### src/rtl/tdm_demux.sv
// rtl/tdm_demux.sv - TDM receive demultiplexer with frame alignment checking
// Slot 0 is marked by sof; each accepted sample lands in its channel register one cycle later.
module tdm_demux #(
  parameter int NCH = 4,
  parameter int W   = 8
) (
  input  logic               clk,
  input  logic               rst,
  input  logic [W-1:0]       d0,
  input  logic               v0,
  input  logic               sof,
  output logic [NCH*W-1:0]   z0,
  output logic [NCH-1:0]     zv,
  output logic               frame_done,
  output logic               err
);

  localparam int CW = (NCH > 1) ? $clog2(NCH) : 1;
  localparam logic [CW-1:0] CNT_LAST = CW'(NCH - 1);
  localparam logic [CW-1:0] CNT_ONE  = CW'(1);

  typedef enum logic [0:0] {
    IDLE = 1'b0,
    RUN  = 1'b1
  } state_t;

  state_t             state_q, state_d;
  logic [CW-1:0]      cnt_q, cnt_d;
  logic [NCH*W-1:0]   z_q, z_d;
  logic [NCH-1:0]     zv_q, zv_d;
  logic               fd_q, fd_d;
  logic               err_q, err_d;

  always_ff @(posedge clk) begin
    if (rst) begin
      state_q <= IDLE;
      cnt_q   <= '0;
      z_q     <= '0;
      zv_q    <= '0;
      fd_q    <= 1'b0;
      err_q   <= 1'b0;
    end else begin
      state_q <= state_d;
      cnt_q   <= cnt_d;
      z_q     <= z_d;
      zv_q    <= zv_d;
      fd_q    <= fd_d;
      err_q   <= err_d;
    end
  end

  always_comb begin
    state_d = state_q;
    cnt_d   = cnt_q;
    z_d     = z_q;
    zv_d    = '0;
    fd_d    = 1'b0;
    err_d   = 1'b0;

    if (v0) begin
      unique case (state_q)
        IDLE: begin
          if (sof) begin
            z_d[0 +: W] = d0;
            zv_d[0]     = 1'b1;
            if (NCH == 1) begin
              fd_d = 1'b1;
            end else begin
              cnt_d   = CNT_ONE;
              state_d = RUN;
            end
          end else begin
            // Orphan sample: nothing to align it to, so drop it.
            err_d = 1'b1;
          end
        end

        RUN: begin
          if (sof) begin
            // Short frame: abandon it and restart alignment on this sample.
            err_d       = 1'b1;
            z_d[0 +: W] = d0;
            zv_d[0]     = 1'b1;
            cnt_d       = CNT_ONE;
          end else begin
            z_d[int'(cnt_q)*W +: W] = d0;
            zv_d[cnt_q]             = 1'b1;
            if (cnt_q == CNT_LAST) begin
              fd_d    = 1'b1;
              cnt_d   = '0;
              state_d = IDLE;
            end else begin
              cnt_d = cnt_q + CNT_ONE;
            end
          end
        end

        default: begin
          state_d = IDLE;
          cnt_d   = '0;
        end
      endcase
    end
  end

  assign z0         = z_q;
  assign zv         = zv_q;
  assign frame_done = fd_q;
  assign err        = err_q;

endmodule

### config.mk
export PLATFORM = sky130hd
export DESIGN_NAME = tdm_demux
export DESIGN_NICKNAME = d
export VERILOG_FILES = /design/src/rtl/tdm_demux.sv
export SDC_FILE = /design/constraint.sdc
export NUM_CORES = 1
export LEC_CHECK = 0
export ABC_AREA = 1
export CORE_ASPECT_RATIO = 1.75
export CORE_UTILIZATION = 30
export CTS_CLUSTER_DIAMETER = 50
export CTS_CLUSTER_SIZE = 25
export DETAILED_ROUTE_END_ITERATION = 8
export REMOVE_ABC_BUFFERS = 1
export SETUP_SLACK_MARGIN = 0.5
export SLEW_MARGIN = 0
export SYNTH_ARGS = -nofsm -noshare
export SYNTH_HDL_FRONTEND = slang
export SYNTH_SLANG_ARGS = --single-unit
### constraint.sdc
create_clock -name clk -period 3.3 [get_ports clk]
set_input_delay 0.66 -clock clk [delete_from_list [all_inputs] [get_ports clk]]
set_output_delay 0.66 -clock clk [all_outputs]
set_load 0.01 [all_outputs]
; Word level (Yosys, flattened, before mapping)
; Cells that the tools add are included.
[op_classes]
addsub = 2
magnitude_cmp = 2
n_eq_ne = 2
shifts = 2
mux = 19
bitwise_logic = 3
reduce_logical = 5
[ops]
columns = op, n
row1 = negation 5 -> 33 bit, 1
row2 = "variable shift 8 x 33 -> 32 bit, first input constant", 1
row3 = indexed part select 8 x 33 -> 32 bit, 1
row4 = bitwise mux 32 bit, 1
row5 = 2-to-1 mux 8 bit, 2
row6 = one-hot mux 8 bit (2 select lines), 1
row7 = 2-to-1 mux 1 bit, 7
row8 = 2-to-1 mux 2 bit, 3
row9 = one-hot mux 1 bit (2 select lines), 3
row10 = one-hot mux 2 bit (2 select lines), 1
row11 = OR reduction 4 bit, 1
row12 = "< comparator 2 x 3 -> 1 bit, second input constant", 1
row13 = inverter 1 bit, 3
row14 = AND reduction 3 bit, 1
row15 = "adder 2 x 1 -> 2 bit, second input constant", 1
row16 = demux 1 bit (select 2 bit), 1
row17 = "equality test 2 bit, second input constant", 1
row18 = ">= comparator 2 x 1 -> 1 bit, second input constant", 1
row19 = "inequality test 2 bit, second input constant", 1
row20 = AND reduction 2 bit, 1
row21 = OR reduction 2 bit, 1
row22 = logical AND 1 bit, 1
[totals]
regBits = 41
inputBits = 12

; Logic depth before layout (Yosys ltp)
; Gate-level depths: netlist (run 1).
[depth]
word_depth = 6
ltp_mapped = 8
depth_no_buf = 8

; Least setup slack after synthesis (run 1)
; No wires, ideal clock.
[synth_timing]
kind = register to register
startpoint = register cnt_q[0]
endpoint = register z_q[16], in the netlist z0[16]
setup_time_ns = 0.064
t_arrival_ns = 1.527
slack_ns = 1.709
path_stages_with_launch = 7
synth_period_minus_slack_ns = 1.591
cell_sequence = dfxtp_1 inv_1 ha_1 nand2_1 nor2_1 a21oi_1 nor2_1
[synth_between]
elab_chain_cells = 3
elab_cells_between_ends = 4
cone_classes = add/sub (1) / shift (2) / mux (1)
[synth_rtl]
columns = element, line
row1 = from (decl), 28  ; logic [CW-1:0] cnt_q, cnt_d;
row2 = from (signal assigned), 44  ; cnt_q <= cnt_d;
row3 = negation 5 -> 33 bit (*), 86  ; z_d[int'(cnt_q)*W +: W] = d0;
row4 = indexed part select 8 x 33 -> 32 bit / variable shift 8 x 33 -> 32 bit (equally long branches), 86
row5 = bitwise mux 32 bit (*), 86
row6 = to (signal assigned), 45  ; z_q <= z_d;
row7 = to (decl), 29  ; logic [NCH*W-1:0] z_q, z_d;
; Mark *: on every way between the ends. The rest lies on a longest branch, timed or not.
; A chain may end at the register's enable or synchronous reset.

; Worst setup path after layout (run 1)
[layout_timing]
startpoint = input sof
endpoint = register z_q[6], in the netlist z0[6]
[layout_between]
elab_chain_cells = 2
elab_cells_between_ends = 4
cone_classes = eq/ne (1) / mux (2) / reduce/logical (1)
[layout_rtl]
columns = element, line
row1 = from (decl), 11  ; input logic sof,
row2 = 2-to-1 mux 8 bit / inequality test 2 bit (equally long branches), --
row3 = one-hot mux 8 bit (2 select lines) / AND reduction 2 bit (equally long branches), --
; Parallel ways exist; a longest one is shown, timed or not.

==> results.json, run 1 <==
{
  "syn_avg_cell_area_um2": 6.58,
  "synth_area_leader": "sky130_fd_sc_hd__dfxtp_1",
  "synth_seq_area_share_pct": 40.7,
  "routed_wl_um": 4520,
  "syn_to_final_growth_pct": 31.2,
  "globalRoute.busiestLayer": "met2",
  "run_status": "finished clean",
  "port_buffers": 49,
  "grt_antenna_before_repair": 0,
  "drt_pass1_iterations": 4,
  "setup_violations": 0,
  "fp.coreArea_um2": 6280,
  "numCtsBuffers": 5,
  "timing_worst_setup_path_type": "in -> reg",
  "dp_hpwl_um": 3550,
  "hp-start": "z0[22]",
  "synth.top_cells.by_area": "sky130_fd_sc_hd__dfxtp_1 (41%), sky130_fd_sc_hd__nand2_1 (18%), sky130_fd_sc_hd__nor2_1 (12%), sky130_fd_sc_hd__inv_1 (9.7%), sky130_fd_sc_hd__ha_1 (6.4%)",
  "placement.cell_area_um2": 2500,
  "final-instance-count-excl-fill": 429,
  "dieArea_um2": 6900,
  "holdBufCountCts": 0,
  "timing.clock.skew_ps": 5.38,
  "final_antenna_net_count": 0,
  "max-cap-violations": 0,
  "cts.root.buffer_cell": "sky130_fd_sc_hd__clkbuf_8",
  "antenna-diode-count": 0,
  "initialDrtViolationCount": 28,
  "clkSinkCount": 40,
  "chipWidth_um": 63.2,
  "crit_arrival_ps": 2280,
  "worst_skew_late_latency_ps": 280,
  "placedCellCount": 422,
  "cp_slowest_cell": "sky130_fd_sc_hd__clkdlybuf4s50_1",
  "ys_types": 21,
  "end_kind": "flip-flop",
  "cp_common_cell": "sky130_fd_sc_hd__inv_1",
  "ys_ff_latch": 40,
  "grt_overflow": 0,
  "r2r-end": "z0[17]",
  "finalCriticalPeriod_ps": 2110,
  "crit_required_ps": 3470,
  "cts-resized-gates": 0,
  "worst-slew-pin-transition_ps": 528,
  "layout.cells.most_common": "sky130_fd_sc_hd__nand2_1",
  "global_route.usage.met1_pct": 14.4,
  "finalSetupTns_ps": 0,
  "whs_path_depth": 4,
  "leakagePower_nw": 1.26,
  "synthesis.area_um2": 1970,
  "vias_per_cell": 4.10,
  "postCtsSetupRepairBufs": 0,
  "post-layout-total-power_mw": 0.933,
  "design.final.nets": 371,
  "ctsLongestPathBuffers": 2,
  "synth.yosys.warnings": 0,
  "timing.hold.worst_endpoint": "z0[22]",
  "cell_depth_of_the_worst_flop_to_flop_path": 7,
  "multi_input_area_um2": 900,
  "synth_cells": 299,
  "crit_path_cell_chain": "clkdlybuf4s50_1 > inv_1 > ha_1 > nor2_1 > nand2_2 > inv_1 > a21oi_1",
  "critical_path.max_fanout": 9,
  "final_layout_size_suffix_gt1_share_pct": 4.01,
  "post-route-drc-count": 0,
  "grtUsageMet3_pct": 1.67,
  "regToRegStartpoint": "cnt_q[0]",
  "fp.dieH_um": 109,
  "powerDensity_nw_per_um2": 361,
  "timing.hold.worst.class": "reg -> reg",
  "most-common-layout-cells": "sky130_fd_sc_hd__nand2_1 (93), sky130_fd_sc_hd__nor2_1 (63), sky130_fd_sc_hd__inv_1 (51), sky130_fd_sc_hd__clkdlybuf4s50_1 (49), sky130_fd_sc_hd__dfxtp_1 (40)",
  "seqCellArea_um2": 801,
  "tritoncts": "yes",
  "rsz_0062_raised_after_global_routing": "false",
  "post-route-period-util_pct": 64.0,
  "vias": 1761,
  "reg2reg_setup_slack_ps": 1400,
  "first_global_vias": 1675,
  "clkTransAtPathRegs_ps": 70,
  "worst_setup_path_startpoint": "sof",
  "final_design_area_no_fill_um2": 2580,
  "worst_ir_drop_vdd_uv": 179,
  "boundaryPins": 50,
  "groute.layer.met2.usage_pct": 27.1,
  "timing.final.max_slew_violations": 0,
  "routedWlPerCell_um": 10.5,
  "whs_ps": 510,
  "synth.top_cell.area_share_pct": 40.7,
  "timing.max_slew.rel_slack_pct": 64.6,
  "std_cell_rows": 38,
  "gp_congestion": 0.812,
  "global_route_wire_length_before_repair_um": 7420,
  "fill_cells": 715,
  "report.final.hold_viol_count": 0,
  "gr-usage-all-layers_pct": 13.8,
  "ctsHtreeMaxLevel": 2,
  "max_freq_mhz": 473,
  "largest_stage_delay_on_the_critical_path_ps": 530,
  "start_util_pct": 31.4,
  "grt_max_degree": 20,
  "crit_path_start_kind": "primary input"
}
==> layer usage <==
layer	up-vias	share of wire, %
met4	0	2.0
met3	6	2.1
met1	752	41
met2	29	55
li1	974	-
met5	-	0
==> logic make-up (layout without fill, tap and decap cells) <==
logic type	Yosys count	count (layout)	share of synthesized area [%]
adder cells (fa/ha/maj)	10	10	6.36
AO/OA/AOI/OAI	21	21	5.47
flip-flops	40	40	40.7
buffers and inverters	61	111	13.6
AND/OR/NAND/NOR	167	167	33.9
==> cell usage after synthesis <==
library cell,n
sky130_fd_sc_hd__clkinv_1,1
sky130_fd_sc_hd__o211ai_1,1
sky130_fd_sc_hd__inv_2,1
sky130_fd_sc_hd__nand2_1,93
sky130_fd_sc_hd__ha_1,10
sky130_fd_sc_hd__nor2_4,1
sky130_fd_sc_hd__clkbuf_8,1
sky130_fd_sc_hd__nand2_2,1
sky130_fd_sc_hd__clkbuf_1,1
sky130_fd_sc_hd__nor2_1,63
sky130_fd_sc_hd__nand4_2,1
sky130_fd_sc_hd__dfxtp_1,40
sky130_fd_sc_hd__nand3_2,2
sky130_fd_sc_hd__inv_1,51
sky130_fd_sc_hd__buf_6,3
sky130_fd_sc_hd__a21oi_1,17
sky130_fd_sc_hd__buf_2,2
sky130_fd_sc_hd__nand3_1,5
sky130_fd_sc_hd__nand4_1,1
sky130_fd_sc_hd__buf_4,1
sky130_fd_sc_hd__o21ai_0,3
==> worst max path at each step <==
stage	slack [ps]	to
floorplan	1510	z0[16]
global placement	980	z0[4]
detailed placement	900	z0[6]
CTS	1200	z0[6]
global route	1060	z0[6]
finish	1190	z0[6]
==> through the flow <==
stage          util, %  setup WS, ps
6_report          41.1          1190
5_1_grt           41.1          1060
4_1_cts           41.1          1200
3_5_place_dp      39.9           895
3_3_place_gp      39.9           977
2_1_floorplan        -          1510
==> registers in the layout, summed over array words and instances, names as in the netlist <==
register  flops
zv            4
state_q       1
z0           32
err           1
cnt_q         2
==> layout make-up <==
type	count	share of cell area, %
Multi-Input combinational cell	198	34.8
Sequential cell	40	31.0
Timing Repair Buffer	51	19.6
Inverter	53	7.70
Tap cell	80	3.88
Clock buffer	6	2.81
Clock inverter	1	0.194
==> critical path: cells and delay by family <==
kind	cells	cell delay (ps)
AO/OA/AOI/OAI	1	110
buffers and inverters	3	910
adder cells (fa/ha/maj)	1	240
AND/OR/NAND/NOR	2	360
==> where the power goes <==
part	internal (mW)	switching, mW	leakage [nW]	total, mW
Sequential	0.496	0.00772	0.325	0.503
Combinational	0.0536	0.0740	0.893	0.128
Clock	0.144	0.158	0.0410	0.302
Note: power is estimated with default switching activity, not from simulation.
==> run 2, diff against run 1 <==
==> constraint.sdc (replaced) <==
create_clock -name clk -period 2.1 [get_ports clk]
set_input_delay 0.42 -clock clk [delete_from_list [all_inputs] [get_ports clk]]
set_output_delay 0.42 -clock clk [all_outputs]
set_load 0.01 [all_outputs]
==> run 2 against run 1 <==
- global-route usage is 0.52 points higher
- cell count is 1.2% higher
- power is 59% higher
- via count is 4.2% higher
- sequential share of layout area is 1.4 points lower
- non-clock buffer count is 4 higher
- worst setup slack worse by 640 ps
- sequential cell count stayed put
- clock skew is 1.7 ps lower
- highest routed layer unchanged
- clock power is 58% higher
==> results.json, run 2 (synthesized netlist as in run 1, its figures left out) <==
{
  "run_status": "finished clean",
  "std_cell_rows": 38,
  "fp.dieH_um": 109,
  "vias_per_cell": 4.23,
  "chipWidth_um": 63.2,
  "global_route_wire_length_before_repair_um": 7730,
  "leakagePower_nw": 1.74,
  "finalSetupTns_ps": 0,
  "max_freq_mhz": 644,
  "largest_reg_flops": 32,
  "timing.final.max_slew_violations": 0,
  "design.final.nets": 376,
  "first_global_vias": 1734,
  "crit_buf_inv": 1,
  "fp.coreArea_um2": 6280,
  "end_kind": "output port",
  "tritoncts": "yes",
  "crit_family": "buffers and inverters",
  "pwr-share-seq_pct": 53.4,
  "layout.cells.most_common": "sky130_fd_sc_hd__nand2_1",
  "power.combinational.fraction_pct": 14.3,
  "syn_to_final_growth_pct": 37.4,
  "p_clk_share_pct": 32.2,
  "final_antenna_net_count": 0,
  "dieArea_um2": 6900,
  "final.setup.worst_slack_ps": 547,
  "whs_path_depth": 4,
  "post-route-period-util_pct": 74.0,
  "postCtsSetupRepairBufs": 0,
  "hp-start": "z0[18]",
  "clkSinkCount": 40,
  "start_util_pct": 31.4,
  "regToRegStartpoint": "cnt_q[0]",
  "cellInternalPower_mw": 1.09,
  "ctsHtreeMaxLevel": 2,
  "routed_wl_um": 4840,
  "crit_required_ps": 1680,
  "setup_violations": 0,
  "largest_stage_delay_on_the_critical_path_ps": 530,
  "numCtsBuffers": 5,
  "worst_ir_drop_vdd_uv": 277,
  "gp_congestion": 0.779,
  "dp_worst_setup_slack_ps": 82.6,
  "timing.clock.skew_ps": 3.64,
  "cp_slowest_cell": "sky130_fd_sc_hd__clkdlybuf4s50_1",
  "routedWlPerCell_um": 11.1,
  "power.switching_fraction_pct": 26.3,
  "timing.max_slew.rel_slack_pct": 78.0,
  "whs_ps": 507,
  "ctsLongestPathBuffers": 2,
  "rsz_0062_raised_after_global_routing": "true",
  "antenna-diode-count": 0,
  "finalCriticalPeriod_ps": 1550,
  "grt_max_degree": 37,
  "worst-slew-pin-transition_ps": 329,
  "most-common-layout-cells": "sky130_fd_sc_hd__nand2_1 (91), sky130_fd_sc_hd__nor2_1 (61), sky130_fd_sc_hd__inv_1 (50), sky130_fd_sc_hd__dfxtp_1 (40), sky130_fd_sc_hd__dlymetal6s2s_1 (24)",
  "crit_path_cell_chain": "clkdlybuf4s50_1",
  "grt_overflow": 0,
  "boundaryPins": 50,
  "vias": 1835,
  "port_buffers": 49,
  "crit_path_start_kind": "flip-flop",
  "initialDrtViolationCount": 33,
  "crit_arrival_ps": 1130,
  "powerDensity_nw_per_um2": 548,
  "final_layout_size_suffix_gt1_share_pct": 7.06,
  "post-route-drc-count": 0,
  "timing.hold.worst.class": "reg -> reg",
  "timing_worst_setup_path_type": "reg -> out",
  "report.final.hold_viol_count": 0,
  "clkTransAtPathRegs_ps": 70,
  "drt_pass1_iterations": 4,
  "gr-usage-all-layers_pct": 14.3,
  "max-cap-violations": 0,
  "post-layout-total-power_mw": 1.48,
  "net-switching-power_mw": 0.390,
  "worst_skew_late_latency_ps": 280,
  "dp_hpwl_um": 3540,
  "final_util_pct": 43.1,
  "timing.hold.worst_endpoint": "z0[18]",
  "grt_antenna_before_repair": 0,
  "r2r-end": "z0[24]",
  "reg2reg_setup_slack_ps": 610,
  "critical_path.max_fanout": 2,
  "cts.root.buffer_cell": "sky130_fd_sc_hd__clkbuf_8",
  "cell_depth_of_the_worst_flop_to_flop_path": 7
}
==> run 2: cell types whose count changed in the layout (fill, tap and decap cells not counted), sizes merged <==
cell           delta
buf               +4
nand2             +1
dlygate4sd2       +9
dlymetal6s2s     +24
clkdlybuf4s50    -33
==> run 2: cell type report <==
type	count	area, µm²
Clock buffer	6	72.6
Sequential cell	40	801
Inverter	53	201
Clock inverter	1	5.00
Fill cell	692	3570
Multi-Input combinational cell	199	928
Tap cell	80	100
Timing Repair Buffer	55	597
==> run 2: power groups by stage <==
stage | registers, mW | logic, mW | clock network (mW)
3_3_place_gp | 0.809 | 0.205 | 0
4_1_cts | 0.792 | 0.206 | 0.491
2_1_floorplan | 0.821 | 0.0919 | 0
6_report | 0.791 | 0.213 | 0.478
5_1_grt | 0.794 | 0.233 | 0.527
3_5_place_dp | 0.810 | 0.206 | 0
==> run 2: worst max-delay path by stage <==
| stage | startpoint | endpoint | cells past startpoint |
|---|---|---|---|
| after floorplan | cnt_q[0] | z0[16] | 6 |
| after detailed placement | sof | z0[5] | 7 |
| after global routing | cnt_q[0] | z0[30] | 7 |
| final | z0[18] | z0[18] | 1 |
| after CTS | z0[5] | z0[5] | 1 |
| after global placement | sof | z0[2] | 7 |
==> run 2: tightest hold or removal path, stage by stage (launching register included) <==
cell and delay, ps:
sky130_fd_sc_hd__dfxtp_1 310, sky130_fd_sc_hd__inv_1 40, sky130_fd_sc_hd__nand2_1 40, sky130_fd_sc_hd__inv_1 40
sky130_fd_sc_hd__nor2_1 30
==> run 2: what timing repair did <==
action                     in CTS  in global routing
setup endpoints to repair      23                 40
gates resized for setup        12                 31
hold buffers                    0                  0
pin swaps                       0                  2
cloned                          0                  1
==> run 2: layer usage <==
| metal | wire length (µm) | track usage (%) |
|---|---|---|
| met4 | 88 | 5.84 |
| met1 | 1910 | 14.6 |
| met5 | 0 | 0 |
| met3 | 117 | 1.88 |
| met2 | 2730 | 28.5 |
==> run 2: per-stage QoR <==
step	area (µm²)	instances
global placement	2550	426
detailed placement	2550	426
global route	2710	434
CTS	2620	433
finish	2710	434
floorplan	1900	291
==> run 3, diff against run 2 <==
==> constraint.sdc (replaced) <==
create_clock -name clk -period 1.36 [get_ports clk]
set_input_delay 0.272 -clock clk [delete_from_list [all_inputs] [get_ports clk]]
set_output_delay 0.272 -clock clk [all_outputs]
set_load 0.01 [all_outputs]
==> run 3 against run 2 <==
- utilization increased by 11 points
- clock power increased by 80%
- routed wire length increased by 20%
- first-iteration DRC count increased by 6.1%
- global-route usage increased by 2.7 points
- count of clock-buffer cells in the layout increased by 1
- register-to-register slack got worse by 550 ps
- critical path depth increased by 8
- critical endpoint is now z0[22]
- largest cell class unchanged
- largest power group unchanged
==> results.json, run 3 (synthesized netlist as in run 1, its figures left out) <==
{
  "run_status": "finished clean",
  "routed-wl-met2_um": 3320,
  "timing.clock.skew_ps": 2.86,
  "syn_to_final_growth_pct": 73.0,
  "first_global_vias": 2030,
  "crit_required_ps": 1600,
  "timing.max_slew.rel_slack_pct": 85.7,
  "layout.cells.most_common": "sky130_fd_sc_hd__nand2_1",
  "ctsLongestPathBuffers": 2,
  "most-common-layout-cells": "sky130_fd_sc_hd__nand2_1 (76), sky130_fd_sc_hd__buf_6 (48), sky130_fd_sc_hd__nor2_1 (43), sky130_fd_sc_hd__inv_1 (40), sky130_fd_sc_hd__dfxtp_2 (35)",
  "fp.dieH_um": 109,
  "placement.cell_area_um2": 2720,
  "cell_depth_of_the_worst_flop_to_flop_path": 9,
  "finalCriticalPeriod_ps": 1300,
  "holdBufCountCts": 0,
  "gr-usage-all-layers_pct": 17.0,
  "reg2reg_setup_slack_ps": 60,
  "path_depth": 9,
  "dieArea_um2": 6900,
  "whs_path_depth": 2,
  "met3RoutedLength_um": 158,
  "worst-slew-pin-transition_ps": 215,
  "initialDrtViolationCount": 35,
  "setup_violations": 0,
  "crit_buf_inv": 3,
  "largest_stage_delay_on_the_critical_path_ps": 360,
  "crit_path_cell_chain": "inv_2 > ha_4 > inv_2 > buf_6 > nor2_4 > nand3_1 > nand2_1 > nand2_1 > nor2_1",
  "routed_wl_um": 5810,
  "timing.hold.worst.class": "in -> reg",
  "leakagePower_nw": 1.60,
  "largest_reg_flops": 32,
  "chipWidth_um": 63.2,
  "powerDensity_nw_per_um2": 778,
  "timing_worst_setup_path_type": "reg -> reg",
  "boundaryPins": 50,
  "std_cell_rows": 38,
  "drt_pass1_iterations": 5,
  "crit_family": "simple AND/OR/NAND/NOR gates",
  "end_kind": "flip-flop",
  "crit_arrival_ps": 1540,
  "timing.final.max_slew_violations": 0,
  "top_layer_used": "met4",
  "antenna-diode-count": 0,
  "m1WireLength_um": 2150,
  "design.final.nets": 414,
  "post-route-period-util_pct": 95.5,
  "tritoncts": "yes",
  "start_util_pct": 31.4,
  "max-cap-violations": 0,
  "clkSinkCount": 40,
  "port_buffers": 49,
  "numCtsBuffers": 5,
  "vias": 2111,
  "routedWlPerCell_um": 12.3,
  "max_freq_mhz": 770,
  "final_util_pct": 54.2,
  "report.final.hold_viol_count": 0,
  "cp_slowest_cell": "sky130_fd_sc_hd__dfxtp_2",
  "rsz_0062_raised_after_global_routing": "true",
  "grt_max_degree": 20,
  "final_antenna_net_count": 0,
  "clkTransAtPathRegs_ps": 70,
  "global_route_wire_length_before_repair_um": 9090,
  "ctsHtreeMaxLevel": 2,
  "worst_ir_drop_vdd_uv": 493,
  "post-layout-total-power_mw": 2.65,
  "cts.root.buffer_cell": "sky130_fd_sc_hd__clkbuf_8",
  "dp_hpwl_um": 3750,
  "final_design_area_no_fill_um2": 3400,
  "critical_path.max_fanout": 5,
  "gp_congestion": 0.756,
  "fp.coreArea_um2": 6280,
  "post-route-drc-count": 0,
  "grt_overflow": 0,
  "vias_per_cell": 4.47,
  "worst_skew_late_latency_ps": 300,
  "crit_path_start_kind": "flip-flop",
  "finalSetupTns_ps": 0,
  "whs_ps": 310,
  "final_layout_size_suffix_gt1_share_pct": 50.5,
  "grt_antenna_before_repair": 0
}
[run 3: cell types whose count changed in the layout (fill, tap and decap cells not counted), moves of 14 or more]
cell	previous run	this run
sky130_fd_sc_hd__buf_6	0	48
sky130_fd_sc_hd__dfxtp_1	40	5
sky130_fd_sc_hd__dfxtp_2	0	35
sky130_fd_sc_hd__dlymetal6s2s_1	24	0
sky130_fd_sc_hd__buf_4	5	24
sky130_fd_sc_hd__nor2_1	61	43
sky130_fd_sc_hd__nand2_1	91	76
sky130_fd_sc_hd__nor2_2	0	14
[run 3: final timing paths]
path                   end     start
setup / recovery    z0[22]  cnt_q[0]
hold / removal    cnt_q[1]       rst
setup reg to reg    z0[22]  cnt_q[0]
hold reg to reg     z0[22]    z0[22]
[run 3: metrics by stage]
| step | std cells | setup WS (ps) |
|---|---|---|
| 2_1_floorplan | 291 | -430 |
| 3_3_place_gp | 449 | -445 |
| 3_5_place_dp | 449 | -513 |
| 4_1_cts | 467 | 110 |
| 5_1_grt | 472 | -39.7 |
| 6_report | 472 | 61.4 |
[run 3: final cells by class]
cell class                 count  area [µm²]
inverter                      53         200
multi-input combinational    199        1210
fill                         621        2870
timing repair buffer          93         957
clock buffer                   7        96.3
sequential                    40         845
tap                           80         100
[run 3: routing by layer]
layer	up-vias	track usage (%)
li1	1070	-
met5	-	0
met1	988	17.6
met4	0	7.63
met3	13	2.51
met2	40	32.9
[run 3: timing repair]
action                     CTS  global route
pin swaps                   15            17
gates cloned                 2             0
setup buffers                9             5
setup endpoints to repair   78            78
gates resized for setup    293            41
[run 3: power by group]
part | internal [mW] | switching, mW | leakage [nW]
Combinational | 0.271 | 0.288 | 1.20
Clock | 0.452 | 0.409 | 0.0503
Sequential | 1.21 | 0.0213 | 0.341
Total | 1.93 | 0.718 | 1.60
